`config.mk`:
```
export PLATFORM = sky130hd
export DESIGN_NAME = sorted_loader
export DESIGN_NICKNAME = d
export VERILOG_FILES = /design/src/rtl/sorter_pkg.sv /design/src/rtl/sorted_loader_mem.sv /design/src/rtl/sorted_loader.sv
export SDC_FILE = /design/constraint.sdc
export NUM_CORES = 1
export LEC_CHECK = 0
export BUFFER_PORTS_ARGS = -buffer_cell sky130_fd_sc_hd__buf_2
export CAP_MARGIN = 20
export CELL_PAD_IN_SITES_DETAIL_PLACEMENT = 1
export CELL_PAD_IN_SITES_GLOBAL_PLACEMENT = 1
export CORE_AREA = 2 2 135 137
export DETAILED_ROUTE_END_ITERATION = 10
export DIE_AREA = 0 0 137 139
export GPL_TIMING_DRIVEN = 0
export PLACE_DENSITY_LB_ADDON = 0.1
export SLEW_MARGIN = 20
export SYNTH_ARGS = -nofsm -noshare
export SYNTH_HDL_FRONTEND = slang
export SYNTH_SLANG_ARGS = --single-unit
```
`constraint.sdc`:
```
create_clock -name clk -period 8.4 [get_ports clk]
set_clock_uncertainty 0.2 [all_clocks]
set_input_delay 0.84 -clock clk [delete_from_list [all_inputs] [get_ports clk]]
set_output_delay 0.84 -clock clk [all_outputs]
set_load 0.02 [all_outputs]
```
`src/rtl/sorter_pkg.sv`:
```
// Shared constants for the sorted loader: default geometry and FSM state encoding.
package sorter_pkg;

  localparam int DW    = 8;
  localparam int DEPTH = 16;
  localparam int AW    = 4;

  typedef enum logic [0:0] {
    ST_IDLE = 1'b0,
    ST_SCAN = 1'b1
  } state_e;

endpackage

```
`src/rtl/sorted_loader_mem.sv`:
```
// sorted_mem: DEPTH x DW register array with two combinational read ports
// (external probe and FSM scan) and one write port shared by shift and insert.
module sorted_mem #(
  parameter int DW    = sorter_pkg::DW,
  parameter int DEPTH = sorter_pkg::DEPTH,
  parameter int AW    = sorter_pkg::AW
) (
  input  logic          clk,
  input  logic          rst,
  input  logic [AW-1:0] rd_addr,
  output logic [DW-1:0] rd_data,
  input  logic [AW-1:0] scan_addr,
  output logic [DW-1:0] scan_data,
  input  logic          we,
  input  logic [AW-1:0] wr_addr,
  input  logic [DW-1:0] wr_data
);
  import sorter_pkg::*;

  logic [DW-1:0] mem_q [DEPTH];
  logic [DW-1:0] mem_d [DEPTH];

  // Next array contents: at most one entry changes per cycle.
  always_comb begin
    mem_d = mem_q;
    if (we) mem_d[wr_addr] = wr_data;
  end

  // Array storage; reset clears every entry.
  always_ff @(posedge clk) begin
    if (!rst) mem_q <= '{default: '0};
    else      mem_q <= mem_d;
  end

  assign rd_data   = mem_q[rd_addr];
  assign scan_data = mem_q[scan_addr];

endmodule

```
`src/rtl/sorted_loader.sv`:
```
// sorted_loader: accepts unsorted values and keeps them ascending in a register
// array by sequential insertion, one shift per cycle. busy=0 means the array is
// consistent. Optional macro SORTED_LOADER_FULL_DROP_EN lets a full array keep
// accepting values, discarding the largest entry (or the new value).
//
// state    | meaning
// ST_IDLE  | array consistent, waiting for a transfer
// ST_SCAN  | walking pointer i downward, shifting larger entries up one slot
module sorted_loader #(
  parameter int DW    = sorter_pkg::DW,
  parameter int DEPTH = sorter_pkg::DEPTH,
  parameter int AW    = sorter_pkg::AW
) (
  input  logic          clk,
  input  logic          rst,
  input  logic          clr,
  input  logic          in_valid,
  output logic          in_ready,
  input  logic [DW-1:0] in_data,
  input  logic [AW-1:0] rd_addr,
  output logic [DW-1:0] rd_data,
  output logic [AW:0]   count,
  output logic          busy,
  output logic          full
);
  import sorter_pkg::*;

  state_e             state_q, state_d;
  logic [DW-1:0]      v_q, v_d;
  logic signed [AW:0] i_q, i_d;
  logic [AW:0]        count_q, count_d;
  logic               busy_q, busy_d;
`ifdef SORTED_LOADER_FULL_DROP_EN
  logic               drop_q, drop_d;
  logic               keep_q, keep_d;
`endif

  logic               xfer;
  logic               we;
  logic [AW-1:0]      wr_addr;
  logic [DW-1:0]      wr_data;
  logic [AW-1:0]      scan_addr;
  logic [DW-1:0]      scan_data;
  logic [DW-1:0]      mem_rd;

  assign full = (count_q == (AW+1)'(DEPTH));
`ifdef SORTED_LOADER_FULL_DROP_EN
  assign in_ready = !busy_q && !clr;
`else
  assign in_ready = !busy_q && !full && !clr;
`endif
  assign xfer  = in_valid && in_ready;
  assign busy  = busy_q;
  assign count = count_q;

  // In IDLE the scan port looks at the top entry so a full-array drop decision
  // can be made at accept time; in SCAN it follows the pointer.
  assign scan_addr = (state_q == ST_SCAN) ? i_q[AW-1:0] : AW'(DEPTH-1);
  // i ranges -1..DEPTH-2 while scanning, so i+1 always fits in AW bits.
  assign wr_addr   = i_q[AW-1:0] + AW'(1);
  assign rd_data   = ({1'b0, rd_addr} < count_q) ? mem_rd : '0;

  sorted_mem #(.DW(DW), .DEPTH(DEPTH), .AW(AW)) u_mem (
    .clk       (clk),
    .rst       (rst),
    .rd_addr   (rd_addr),
    .rd_data   (mem_rd),
    .scan_addr (scan_addr),
    .scan_data (scan_data),
    .we        (we),
    .wr_addr   (wr_addr),
    .wr_data   (wr_data)
  );

  // Next-state logic: clr wins over everything, then accept or scan step.
  always_comb begin
    state_d = state_q;
    v_d     = v_q;
    i_d     = i_q;
    count_d = count_q;
    busy_d  = busy_q;
    we      = 1'b0;
    wr_data = v_q;
`ifdef SORTED_LOADER_FULL_DROP_EN
    drop_d  = drop_q;
    keep_d  = keep_q;
`endif
    if (clr) begin
      state_d = ST_IDLE;
      count_d = '0;
      busy_d  = 1'b0;
    end else begin
      case (state_q)
        ST_IDLE: begin
          if (xfer) begin
            v_d     = in_data;
            i_d     = count_q - (AW+1)'(1);
            state_d = ST_SCAN;
            busy_d  = 1'b1;
`ifdef SORTED_LOADER_FULL_DROP_EN
            drop_d  = full && (in_data >= scan_data);
            keep_d  = full;
            if (full) i_d = (AW+1)'(DEPTH-2);
`endif
          end
        end
        ST_SCAN: begin
`ifdef SORTED_LOADER_FULL_DROP_EN
          if (drop_q) begin
            state_d = ST_IDLE;
            busy_d  = 1'b0;
          end else if (!i_q[AW] && (scan_data > v_q)) begin
            we      = 1'b1;
            wr_data = scan_data;
            i_d     = i_q - (AW+1)'(1);
          end else begin
            we      = 1'b1;
            wr_data = v_q;
            state_d = ST_IDLE;
            busy_d  = 1'b0;
            count_d = keep_q ? count_q : count_q + (AW+1)'(1);
          end
`else
          if (!i_q[AW] && (scan_data > v_q)) begin
            we      = 1'b1;
            wr_data = scan_data;
            i_d     = i_q - (AW+1)'(1);
          end else begin
            we      = 1'b1;
            wr_data = v_q;
            state_d = ST_IDLE;
            busy_d  = 1'b0;
            count_d = count_q + (AW+1)'(1);
          end
`endif
        end
        default: state_d = ST_IDLE;
      endcase
    end
  end

  // FSM, pointer, captured value and count registers.
  always_ff @(posedge clk) begin
    if (!rst) begin
      state_q <= ST_IDLE;
      v_q     <= '0;
      i_q     <= '0;
      count_q <= '0;
      busy_q  <= 1'b0;
`ifdef SORTED_LOADER_FULL_DROP_EN
      drop_q  <= 1'b0;
      keep_q  <= 1'b0;
`endif
    end else begin
      state_q <= state_d;
      v_q     <= v_d;
      i_q     <= i_d;
      count_q <= count_d;
      busy_q  <= busy_d;
`ifdef SORTED_LOADER_FULL_DROP_EN
      drop_q  <= drop_d;
      keep_q  <= keep_d;
`endif
    end
  end

endmodule
```
# Word-level counts from Yosys, hierarchy flattened
# Index checks and enable logic that the tools add are counted.
# op_classes
addsub	4
n_lt_le_gt_ge	6
eq_ne	4
mux	25
n_bitwise	7
n_reduce_logical	14
# op_table
operator	n
$bwmux 128	1
$mux 8	9
$bmux 8 s4	2
$demux 8 s4	1
$ge 5x5->1 const B	3
$not 4->5	3
$mux 5	2
$pmux 5 s2	1
$gt 8x8->1	1
$mux 1	6
$reduce_and 3->1	2
$add 5x1->5 const B	1
$eq 5x5->1 const B	1
$logic_and 1x1->1	5
$lt 4x5->1	1
$lt 5x1->1 const B	1
$sub 5x1->5 const B	1
$sub 5x2->5 const B	1
$add 4x1->4 const B	1
$logic_not 1->1	4
$mux 4	1
$ne 2x2->1 const B	2
$not 1->1	4
$pmux 1 s2	2
3 further kinds	4
# totals
reg_bits	148
in_bits	16
output_inout_bits	16
elab_cells	81

# Longest topological paths before layout
# Gate-level depths: netlist (run 1).
# depth
word_depth	11
ltp_mapped	17
mapped_depth_nobuf	12

# Hierarchy
# From an unflattened synthesis (run 1), not the netlist that was laid out.
# hier_totals
hier_cells	951
area_unflattened_um2	8912.3
# modules_own_cells
module	n_inst	cells_each	area_each_um2	seq_area_each_um2
sorted_mem	1	761	7395.8	2562.5
sorted_loader	1	190	1516.5	400.4

# Worst setup path before layout (run 1)
# No wires, ideal clock.
# synth_path
kind	register to register
startpoint	reg i_q[0]
endpoint	reg u_mem.mem_q[124] (netlist bit)
setup_time_ps	127
t_arrival_ps	3599
required_time_ps	8073
slack_ps	4474
stages_incl_launch_ff	16
n_path_buf	4
period_less_slack_ps	3926
path_cell_list	dfxtp_1 > buf_6 > buf_6 > mux4_2 > and2_1 > o32ai_2 > inv_1 > ha_1 > nand4_1 > nor3_1 > a311o_1 > buf_6 > nor3_4 > mux2i_2 > buf_6 > a21oi_1
# synth_via
elab_chain_len	11
word_cells_on_any_way	18
cone_classes	add/sub (1); order compare (3); mux (10); bitwise (2); reduce/logical (2)
# synth_lines
element	line	text
start, declared	sorted_loader.sv:30	logic signed [AW:0] i_q, i_d;
start signal, assigned	sorted_loader.sv:157	i_q <= i_d;
$mux 4	sorted_loader.sv:58	assign scan_addr = (state_q == ST_SCAN) ? i_q[AW-1:0] : AW'(DEPTH-1);
$not 4->5 (implied by the code)	sorted_loader_mem.sv:36	assign scan_data = mem_q[scan_addr];
$bmux 8 s4	sorted_loader_mem.sv:36	
$mux 8 (implied by the code) (2 in series)	sorted_loader_mem.sv:36	
$gt 8x8->1	sorted_loader.sv:124	if (!i_q[AW] && (scan_data > v_q)) begin
$logic_and 1x1->1	sorted_loader.sv:124	
$mux 8	sorted_loader.sv:124	
$mux 8	sorted_loader.sv:93	case (state_q)
$mux 8	sorted_loader.sv:88	if (clr) begin
$bwmux 128 *	sorted_loader_mem.sv:26	if (we) mem_d[wr_addr] = wr_data;
end signal, assigned	sorted_loader_mem.sv:32	else mem_q <= mem_d;
end, declared	sorted_loader_mem.sv:20	logic [DW-1:0] mem_q [DEPTH];
# Mark *: on every way between the ends. The rest lies on a longest branch, timed or not. The select of a mux whose other input is x is not followed.
# A chain may end at the register's enable or synchronous reset.

# Final worst setup path (run 1)
# layout_path
startpoint	reg i_q[1]
endpoint	reg u_mem.mem_q[46] (netlist bit)
# Same word-level chain as after synthesis.

==> out/metrics.json, run 1 <==
{
  "buffer_ports.inserted": 30,
  "hold_path_class": "reg2reg",
  "pwr_density_cell_mw_per_mm2": 190,
  "detail_route.drc_violations": 0,
  "max_cap_viol_count": 0,
  "congestion_overflow_gr": 0,
  "synthArstFlopShare_pct": 0,
  "timing.critical_path.arrival_ns": 5.53,
  "worstMarginPinSlew_ns": 1.11,
  "critPathKind": "reg2reg",
  "route.detailed.wl_per_inst_microns": 27.3,
  "drt-vias-per-instance": 6.78,
  "path_cells": "buf_4 > a21boi_1 > buf_2 > nor2_1 > a21oi_1 > a2bb2oi_1 > ha_1 > nand4_1 > nor3_1 > a311o_1 > buf_6 > o31ai_4 > clkbuf_1 > nand2_1 > o221a_2",
  "drt-initial-drc-count": 704,
  "ys_ff_latch": 148,
  "cell_with_the_largest_stage_delay_on_the_worst_path": "sky130_fd_sc_hd__a21boi_1",
  "yosys_most_used_dff": "sky130_fd_sc_hd__dfxtp_1",
  "cts-resized-gates": 0,
  "grt_setup_unrepaired": "false",
  "postSynthAreaPerCell_sq_um": 10.2,
  "worst_path_dominant_cell_family": "compound AO/OA/AOI/OAI gates",
  "die_y_microns": 139,
  "floorplan.core_area_sq_mm": 0.0177,
  "layout-area-overhead-vs-synth_pct": 12.2,
  "cts_made_buffers": 17,
  "num_rows": 49,
  "min_period_ns": 5.41,
  "ir_worst_vdd_uv": 140,
  "critical_path.n_buffers_inverters": 4,
  "grt_start_max_net_pins": 17,
  "final_period_util_pct": 64.4,
  "syn_inst": 845,
  "postCtsSetupBuffers": 0,
  "wire_length_of_the_first_global_routing_pass_microns": 48000,
  "clock_tree_root_driver_cell": "sky130_fd_sc_hd__clkbuf_16",
  "worst-endpoint-required_ns": 8.53,
  "fp.dieW_microns": 137,
  "drt_pre_antenna_iters": 5,
  "setup-tns-final_ns": 0,
  "ant_nets": 0,
  "holdBufCountCts": 0,
  "clk_pin_slew_ns": 0.07,
  "clock_tree_from_tritoncts": "built",
  "antenna-diode-count": 0,
  "global_route.usage.total_pct": 33.8,
  "timing.final.max_slew_violations": 0,
  "power_mw": 1.83,
  "via_count_of_the_first_global_routing_pass": 7937,
  "max-clock-path-buffers": 2,
  "dpl_worst_slack_ns": 3.19,
  "leakage_nw": 3.41,
  "worst_setup_start_kind": "register",
  "antenna_found_initial": 0,
  "setup_slack_ns": 2.99,
  "seq_area_frac_synth_pct": 34.5,
  "worst-path-max-fanout": 10,
  "hpwlAfterDp_microns": 23200,
  "worst_setup_path_end_kind": "register",
  "synth.lib_cells_used.distinct": 64,
  "timing.max_slew.rel_slack_pct": 25.4,
  "clk-insertion-delay-late_ns": 0.44,
  "clock_sinks": 148,
  "cts_max_level": 4,
  "report.final.setup_viol": 0,
  "ios": 32,
  "run_status": "complete, no violations",
  "report.final.hold_viol_count": 0,
  "postLayoutCoreUtil_pct": 54.6,
  "synth.cell_area_sq_mm": 0.00860,
  "syn_nets": 881,
  "die_area_sq_mm": 0.0190,
  "fraction_of_layout_cells_with_a_size_suffix_above_1_pct": 30.8,
  "final_nets": 930,
  "critical-path-max-stage-delay_ns": 0.80,
  "gpl.final_weighted_congestion": 0.925,
  "wl_microns": 31000,
  "initial_core_util_pct": 48.7,
  "synth-edff-count": 0,
  "yosysWarningCount": 0,
  "route.vias.total": 7697,
  "max_freq_mhz": 185
}
## through the flow
| step | hold slack [ns] | instance area, sq um | std cells |
|---|---|---|---|
| after global placement | 0.258 | 9030 | 1104 |
| after CTS | 0.307 | 9640 | 1136 |
| after floorplan | 0.280 | 8600 | 845 |
| after detailed placement | 0.298 | 9030 | 1104 |
| final | 0.301 | 9640 | 1136 |
| after global routing | 0.325 | 9640 | 1136 |
## synth_stat cells (3+ instances only)
cell	count	area share (%)
sky130_fd_sc_hd__a21oi_2	11	1.1
sky130_fd_sc_hd__dfxtp_1	148	34
sky130_fd_sc_hd__mux2_2	12	1.6
sky130_fd_sc_hd__buf_6	12	1.6
sky130_fd_sc_hd__nor2b_1	9	0.65
sky130_fd_sc_hd__o22ai_1	10	0.73
sky130_fd_sc_hd__nand2b_1	13	0.95
sky130_fd_sc_hd__nor3_1	5	0.29
sky130_fd_sc_hd__xnor2_1	3	0.31
sky130_fd_sc_hd__o221a_2	67	8.8
sky130_fd_sc_hd__ha_1	20	2.9
sky130_fd_sc_hd__nand3_1	8	0.47
sky130_fd_sc_hd__nand2_1	81	3.5
sky130_fd_sc_hd__and2_1	3	0.22
sky130_fd_sc_hd__mux2i_4	3	0.79
sky130_fd_sc_hd__nor2_2	12	0.87
sky130_fd_sc_hd__nor2_1	39	1.7
sky130_fd_sc_hd__a21o_1	4	0.35
sky130_fd_sc_hd__a211oi_1	4	0.35
sky130_fd_sc_hd__buf_4	8	0.70
sky130_fd_sc_hd__inv_1	29	1.3
sky130_fd_sc_hd__mux2i_1	40	4.7
sky130_fd_sc_hd__o21ai_0	54	3.1
sky130_fd_sc_hd__o32ai_2	4	0.76
sky130_fd_sc_hd__mux4_2	49	13
sky130_fd_sc_hd__a21oi_1	62	3.6
sky130_fd_sc_hd__buf_2	27	1.6
sky130_fd_sc_hd__o221ai_1	18	1.8
sky130_fd_sc_hd__o31ai_4	4	0.99
sky130_fd_sc_hd__mux2i_2	3	0.48
sky130_fd_sc_hd__o32ai_1	10	1.0
sky130_fd_sc_hd__clkbuf_1	30	1.3
## layout by cell type (no fill, tap or decap), types with 5 or more instances in the layout
master / instances
sky130_fd_sc_hd__a21oi_2: 11
sky130_fd_sc_hd__o22ai_1: 10
sky130_fd_sc_hd__inv_1: 29
sky130_fd_sc_hd__nand2_1: 81
sky130_fd_sc_hd__clkbuf_16: 17
sky130_fd_sc_hd__o21ai_0: 54
sky130_fd_sc_hd__nor2b_1: 9
sky130_fd_sc_hd__o221a_2: 67
sky130_fd_sc_hd__mux4_2: 49
sky130_fd_sc_hd__clkbuf_1: 30
sky130_fd_sc_hd__a21oi_1: 62
sky130_fd_sc_hd__mux2i_1: 40
sky130_fd_sc_hd__inv_6: 8
sky130_fd_sc_hd__ha_1: 20
sky130_fd_sc_hd__dfxtp_1: 148
sky130_fd_sc_hd__buf_2: 57
sky130_fd_sc_hd__nand3_1: 8
sky130_fd_sc_hd__nor2_1: 39
sky130_fd_sc_hd__o32ai_1: 10
sky130_fd_sc_hd__mux2_2: 12
sky130_fd_sc_hd__nand2b_1: 13
sky130_fd_sc_hd__nor2_2: 12
sky130_fd_sc_hd__o221ai_1: 18
sky130_fd_sc_hd__buf_4: 8
sky130_fd_sc_hd__buf_6: 12
sky130_fd_sc_hd__nor3_1: 5
## final timing paths
kind | from | end | slack (ns) | depth (start not counted)
worst min-delay path | busy$_SDFFE_PP0P_ | busy$_SDFFE_PP0P_ | 0.30 | 2
worst max register to register | i_q[1]$_SDFFE_PN0P_ | u_mem.mem_q[46]$_SDFFE_PN0P_ | 2.99 | 15
worst max-delay path | i_q[1]$_SDFFE_PN0P_ | u_mem.mem_q[46]$_SDFFE_PN0P_ | 2.99 | 15
worst min register to register | busy$_SDFFE_PP0P_ | busy$_SDFFE_PP0P_ | 0.30 | 2
## per-layer routing
metal / vias up / GRT usage [%] / wire length [microns]
met5: - / 0 / 0
met4: 0 / 12.9 / 923
met3: 74 / 8.33 / 2470
met2: 332 / 54.1 / 14900
met1: 3946 / 43.9 / 12700
li1: 3345 / - / -
## area by class of cell
class                   count  area, sq um
fillers                  1961         8010
multi-input cells         590         5080
flip-flops and latches    148         2960
plain buffers              78          447
clock buffers              17          425
well taps                 229          287
clock inverters            15          183
repair buffers             30          150
inverters                  29          109
## logic make-up (layout without fill, tap and decap cells)
group | Yosys count | count (layout) | synth area share, %
compound gates | 272 | 272 | 25.1
simple gates | 184 | 184 | 10.0
flops | 148 | 148 | 34.5
mux | 109 | 109 | 20.6
buf+inv | 107 | 169 | 6.46
fa+ha+maj | 20 | 20 | 2.91
xor+xnor | 5 | 5 | 0.509
## worst min-delay path, delay by kind of cell (launching register included)
family / cells / cell delay (ns)
AO/OA/AOI/OAI: 1 / 0.06
flip-flops: 1 / 0.33
AND/OR/NAND/NOR: 1 / 0.06
## power by group
| part | switching, mW | internal (mW) | leakage [nW] |
|---|---|---|---|
| combinational | 0.203 | 0.103 | 1.92 |
| clock | 0.355 | 0.450 | 0.295 |
| sequential | 0.0115 | 0.711 | 1.19 |
| total | 0.569 | 1.26 | 3.41 |
## flip-flops by register name, summed over array words and instances (netlist names)
signal	count
busy	1
i_q	5
v_q	8
state_q	1
count	5
u_mem.mem_q	128
Power figures use the tool's default switching activity.
==> run 2, diff against run 1 <==
Settings changed: ABC_AREA set to 1, CORE_AREA 2 2 135 137 to 2 2 143 145, DIE_AREA 0 0 137 139 to 0 0 145 147.
Clock period 8.4 ns to 5.65 ns, I/O delays scaled along.
==> run 2 against run 1 <==
Net effect: hold slack worse by 0.13 ns; die area is 12% higher; global-route usage is 2.6 points higher; cell area is 5.9% higher; worst setup slack worse by 1.3 ns.
==> out/metrics.json, run 2 <==
{
  "run_status": "complete, no violations",
  "antenna_found_initial": {"value": 1, "change": "+1"},
  "congestion_overflow_gr": {"value": 0, "change": "unchanged"},
  "most_numerous_cell_in_the_yosys_netlist": "sky130_fd_sc_hd__nand3_1",
  "cts-resized-gates": {"value": 0, "change": "unchanged"},
  "final_nets": {"value": 1317, "change": "+42%"},
  "ys_ff_latch": {"value": 148, "change": "unchanged"},
  "route.detailed.wl_per_inst": {"value": 24.7, "unit": "microns", "change": "-9.4%"},
  "routed-wl-met2": {"value": 17200, "unit": "microns", "change": "+16%"},
  "largest_regs": "u_mem.mem_q x128, v_q x8",
  "wl": {"value": 38600, "unit": "microns", "change": "+25%"},
  "gpl.final_weighted_congestion": {"value": 1.02, "change": "+11%"},
  "synthArstFlopShare": {"value": 0, "unit": "%", "change": "unchanged"},
  "max-clock-path-buffers": {"value": 2, "change": "unchanged"},
  "grt_start_max_net_pins": {"value": 17, "change": "unchanged"},
  "max_cap_viol_count": {"value": 0, "change": "unchanged"},
  "holdBufCountCts": {"value": 0, "change": "unchanged"},
  "fp.dieW": {"value": 145, "unit": "microns", "change": "+5.8%"},
  "ir_worst_vdd": {"value": 200, "unit": "uV", "change": "+43%"},
  "drt-initial-drc-count": {"value": 1006, "change": "+43%"},
  "dpl_worst_slack": {"value": 1.79, "unit": "ns", "change": "-1.40 ns"},
  "final_period_util_pct": 70.7,
  "detail_route.drc_violations": {"value": 0, "change": "unchanged"},
  "floorplan.core_area": {"value": 0.0198, "unit": "sq mm", "change": "+12%"},
  "hpwlAfterDp": {"value": 28100, "unit": "microns", "change": "+21%"},
  "max_freq_mhz": 250,
  "clk_pin_slew": {"value": 0.07, "unit": "ns", "change": "about the same"},
  "min-delay-start": "in_data[0]",
  "top_register_by_number_of_flip_flops": "u_mem.mem_q",
  "grt_setup_unrepaired": "false",
  "pwr_density_cell": {"value": 270, "unit": "mW/mm^2", "change": "+42%"},
  "via_count_of_the_first_global_routing_pass": {"value": 9799, "change": "+23%"},
  "report.final.setup_viol": {"value": 0, "change": "unchanged"},
  "syn_inst": {"value": 1232, "change": "+46%"},
  "initial_core_util": {"value": 46.2, "unit": "%", "change": "-2.5 points"},
  "share_of_power_burned_in_the_clock_network": {"value": 40.4, "unit": "%", "change": "-3.5 points"},
  "power.internal": {"value": 1.79, "unit": "mW", "change": "+41%"},
  "synth.lib_cells_used.distinct": {"value": 42, "change": "-34%"},
  "clock_sinks": {"value": 148, "change": "unchanged"},
  "fraction_of_layout_cells_with_a_size_suffix_above_1": {"value": 17.8, "unit": "%", "change": "-13 points"},
  "synthDominantAreaCellType": "sky130_fd_sc_hd__dfxtp_1",
  "hold-path-cell-count": {"value": 3, "change": "+1"},
  "yosys_most_used_dff": "sky130_fd_sc_hd__dfxtp_1",
  "worst-endpoint-required": {"value": 4.89, "unit": "ns", "change": "-3.64 ns"},
  "layout.cells.most_common": "sky130_fd_sc_hd__nand3_1",
  "worst-path-max-fanout": {"value": 10, "change": "unchanged"},
  "reg_to_reg_critical_path_endpoint": "u_mem.mem_q[25]$_SDFFE_PN0P_",
  "setup_slack": {"value": 1.66, "unit": "ns", "change": "-1.34 ns"},
  "drt-vias-per-instance": {"value": 6.24, "change": "-7.9%"},
  "clk-insertion-delay-late": {"value": 0.44, "unit": "ns", "change": "about the same"},
  "synth.cells.most_frequent": "sky130_fd_sc_hd__nand3_1, sky130_fd_sc_hd__nand2_1, sky130_fd_sc_hd__o21ai_0, sky130_fd_sc_hd__dfxtp_1, sky130_fd_sc_hd__a21oi_1",
  "drt_pre_antenna_iters": {"value": 5, "change": "unchanged"},
  "layout-area-overhead-vs-synth_pct": 11.4,
  "netlist.area_leader.share": {"value": 32.3, "unit": "%", "change": "-2.1 points"},
  "hold_path_class": "in2reg",
  "power.sequential.fraction": {"value": 39.0, "unit": "%", "change": "-0.4 points"},
  "worst_r2r_startpoint": "i_q[0]$_SDFFE_PN0P_",
  "cts_max_level": {"value": 4, "change": "unchanged"},
  "largest_reg_flops": {"value": 128, "change": "unchanged"},
  "netSwitchingFraction": {"value": 35.1, "unit": "%", "change": "+4.0 points"},
  "layout.filler_cells": {"value": 2583, "change": "+32%"},
  "hold_end": "v_q[0]$_SDFFE_PN0P_",
  "antenna-diode-count": {"value": 0, "change": "unchanged"},
  "worstMarginPinSlew": {"value": 0.876, "unit": "ns", "change": "-0.238 ns"},
  "wire_length_of_the_first_global_routing_pass": {"value": 58600, "unit": "microns", "change": "+22%"},
  "route.vias.total": {"value": 9755, "change": "+27%"},
  "timing.critical_path.arrival": {"value": 3.23, "unit": "ns", "change": "-2.30 ns"},
  "synth.cell_area": {"value": 0.00917, "unit": "sq mm", "change": "+6.6%"},
  "netlist_top_cells_area": "sky130_fd_sc_hd__dfxtp_1, sky130_fd_sc_hd__nand3_1, sky130_fd_sc_hd__o21ai_0",
  "power_switching": {"value": 966, "unit": "uW", "change": "+70%"},
  "clock_tree_from_tritoncts": "built",
  "die_y": {"value": 147, "unit": "microns", "change": "+5.8%"},
  "clock_tree_root_driver_cell": "sky130_fd_sc_hd__clkbuf_16",
  "met1Wirelength": {"value": 16100, "unit": "microns", "change": "+27%"},
  "global_route.usage.total": {"value": 36.4, "unit": "%", "change": "+2.6 points"},
  "combPwrFrac": {"value": 20.6, "unit": "%", "change": "+3.9 points"},
  "cts_made_buffers": {"value": 17, "change": "unchanged"},
  "synth-edff-count": {"value": 0, "change": "unchanged"},
  "num_rows": {"value": 52, "change": "+6.1%"},
  "r2r_slack": {"value": 1.67, "unit": "ns", "change": "-1.32 ns"},
  "seq_area_frac_synth": {"value": 32.3, "unit": "%", "change": "-2.1 points"},
  "power": {"value": 2.75, "unit": "mW", "change": "+50%"},
  "report.final.hold_viol_count": {"value": 0, "change": "unchanged"},
  "critPathKind": "in2out",
  "reg2regPathDepth": {"value": 18, "change": "+3"},
  "worst_setup_start_kind": "input port",
  "min_period_ns": 3.99,
  "syn_nets": {"value": 1268, "change": "+44%"},
  "met3RoutedLength": {"value": 3100, "unit": "microns", "change": "+25%"},
  "die_area": {"value": 0.0213, "unit": "sq mm", "change": "+12%"},
  "leakage": {"value": 4.07, "unit": "nW", "change": "+19%"},
  "mostFrequentLayoutCells": "sky130_fd_sc_hd__nand3_1, sky130_fd_sc_hd__nand2_1, sky130_fd_sc_hd__o21ai_0",
  "postCtsSetupBuffers": {"value": 0, "change": "unchanged"},
  "worst_setup_path_end_kind": "output port",
  "postSynthAreaPerCell": {"value": 7.44, "unit": "sq um", "change": "-27%"},
  "timing.final.max_slew_violations": {"value": 0, "change": "unchanged"},
  "ios": {"value": 32, "change": "unchanged"},
  "timing.max_slew.rel_slack": {"value": 41.6, "unit": "%", "change": "+16 points"},
  "ant_nets": {"value": 0, "change": "unchanged"},
  "setup-tns-final": {"value": 0, "unit": "ns", "change": "unchanged"},
  "yosysWarningCount": {"value": 0, "change": "unchanged"},
  "buffer_ports.inserted": {"value": 30, "change": "unchanged"},
  "top_layer_used": "met5"
}
## run 2: power by group through the flow
| stage | registers (mW) | logic (mW) | clock network, mW |
|---|---|---|---|
| global route | 1.08 | 0.600 | 1.16 |
| global placement | 1.10 | 0.540 | 0 |
| detailed placement | 1.10 | 0.548 | 0 |
| finish | 1.07 | 0.568 | 1.11 |
| floorplan | 1.09 | 0.372 | 0 |
| CTS | 1.07 | 0.552 | 1.12 |
## run 2: stage by stage
stage / instances / area, sq um / util, % / hold slack [ns]
after floorplan: 1232 / 9170 / - / 0.255
after global placement: 1532 / 9650 / 48.7 / 0.283
after detailed placement: 1532 / 9650 / 48.7 / 0.295
after CTS: 1564 / 10200 / 51.4 / 0.171
after global routing: 1564 / 10200 / 51.5 / 0.211
final: 1564 / 10200 / 51.5 / 0.172
## run 2: cell families after synthesis
family | Yosys count | share of synthesized area [%]
compound gates | 396 | 25.3
xor+xnor | 7 | 1.08
fa+ha+maj | 20 | 2.73
buf+inv | 168 | 10.3
flops | 148 | 32.3
simple gates | 493 | 28.3
## run 2: critical path, stage by stage
cell	delay, ns
sky130_fd_sc_hd__buf_2	0.12
sky130_fd_sc_hd__clkbuf_1	0.28
sky130_fd_sc_hd__inv_1	0.21
sky130_fd_sc_hd__clkbuf_1	0.59
sky130_fd_sc_hd__a21oi_1	0.14
sky130_fd_sc_hd__a221oi_1	0.76
sky130_fd_sc_hd__o21ai_0	0.25
sky130_fd_sc_hd__nor2_1	0.12
sky130_fd_sc_hd__buf_2	0.18
## run 2: worst max path at each step
stage / cells past startpoint / start / end
finish: 9 / rd_addr[1] / rd_data[4]
global route: 18 / i_q[0]$_SDFFE_PN0P_ / u_mem.mem_q[25]$_SDFFE_PN0P_
CTS: 18 / i_q[0]$_SDFFE_PN0P_ / u_mem.mem_q[25]$_SDFFE_PN0P_
detailed placement: 18 / i_q[0]$_SDFFE_PN0P_ / u_mem.mem_q[25]$_SDFFE_PN0P_
global placement: 18 / i_q[0]$_SDFFE_PN0P_ / u_mem.mem_q[105]$_SDFFE_PN0P_
floorplan: 18 / i_q[1]$_SDFFE_PN0P_ / u_mem.mem_q[105]$_SDFFE_PN0P_
## run 2: area by class of cell
cell class | instances | area, sq um | share of cell area (%)
multi-input combinational | 916 | 5270 | 51.6
sequential | 148 | 2960 | 29.0
buffer | 94 | 647 | 6.34
clock buffer | 17 | 425 | 4.17
tap | 270 | 338 | 3.31
inverter | 74 | 293 | 2.87
timing repair buffer | 30 | 150 | 1.47
clock inverter | 15 | 124 | 1.21
## run 2: metal layers
| layer | vias up | track usage [%] |
|---|---|---|
| met3 | 125 | 7.70 |
| met5 | - | 0 |
| met1 | 4798 | 46.5 |
| met4 | 2 | 19.7 |
| met2 | 489 | 57.7 |
| li1 | 4341 | - |
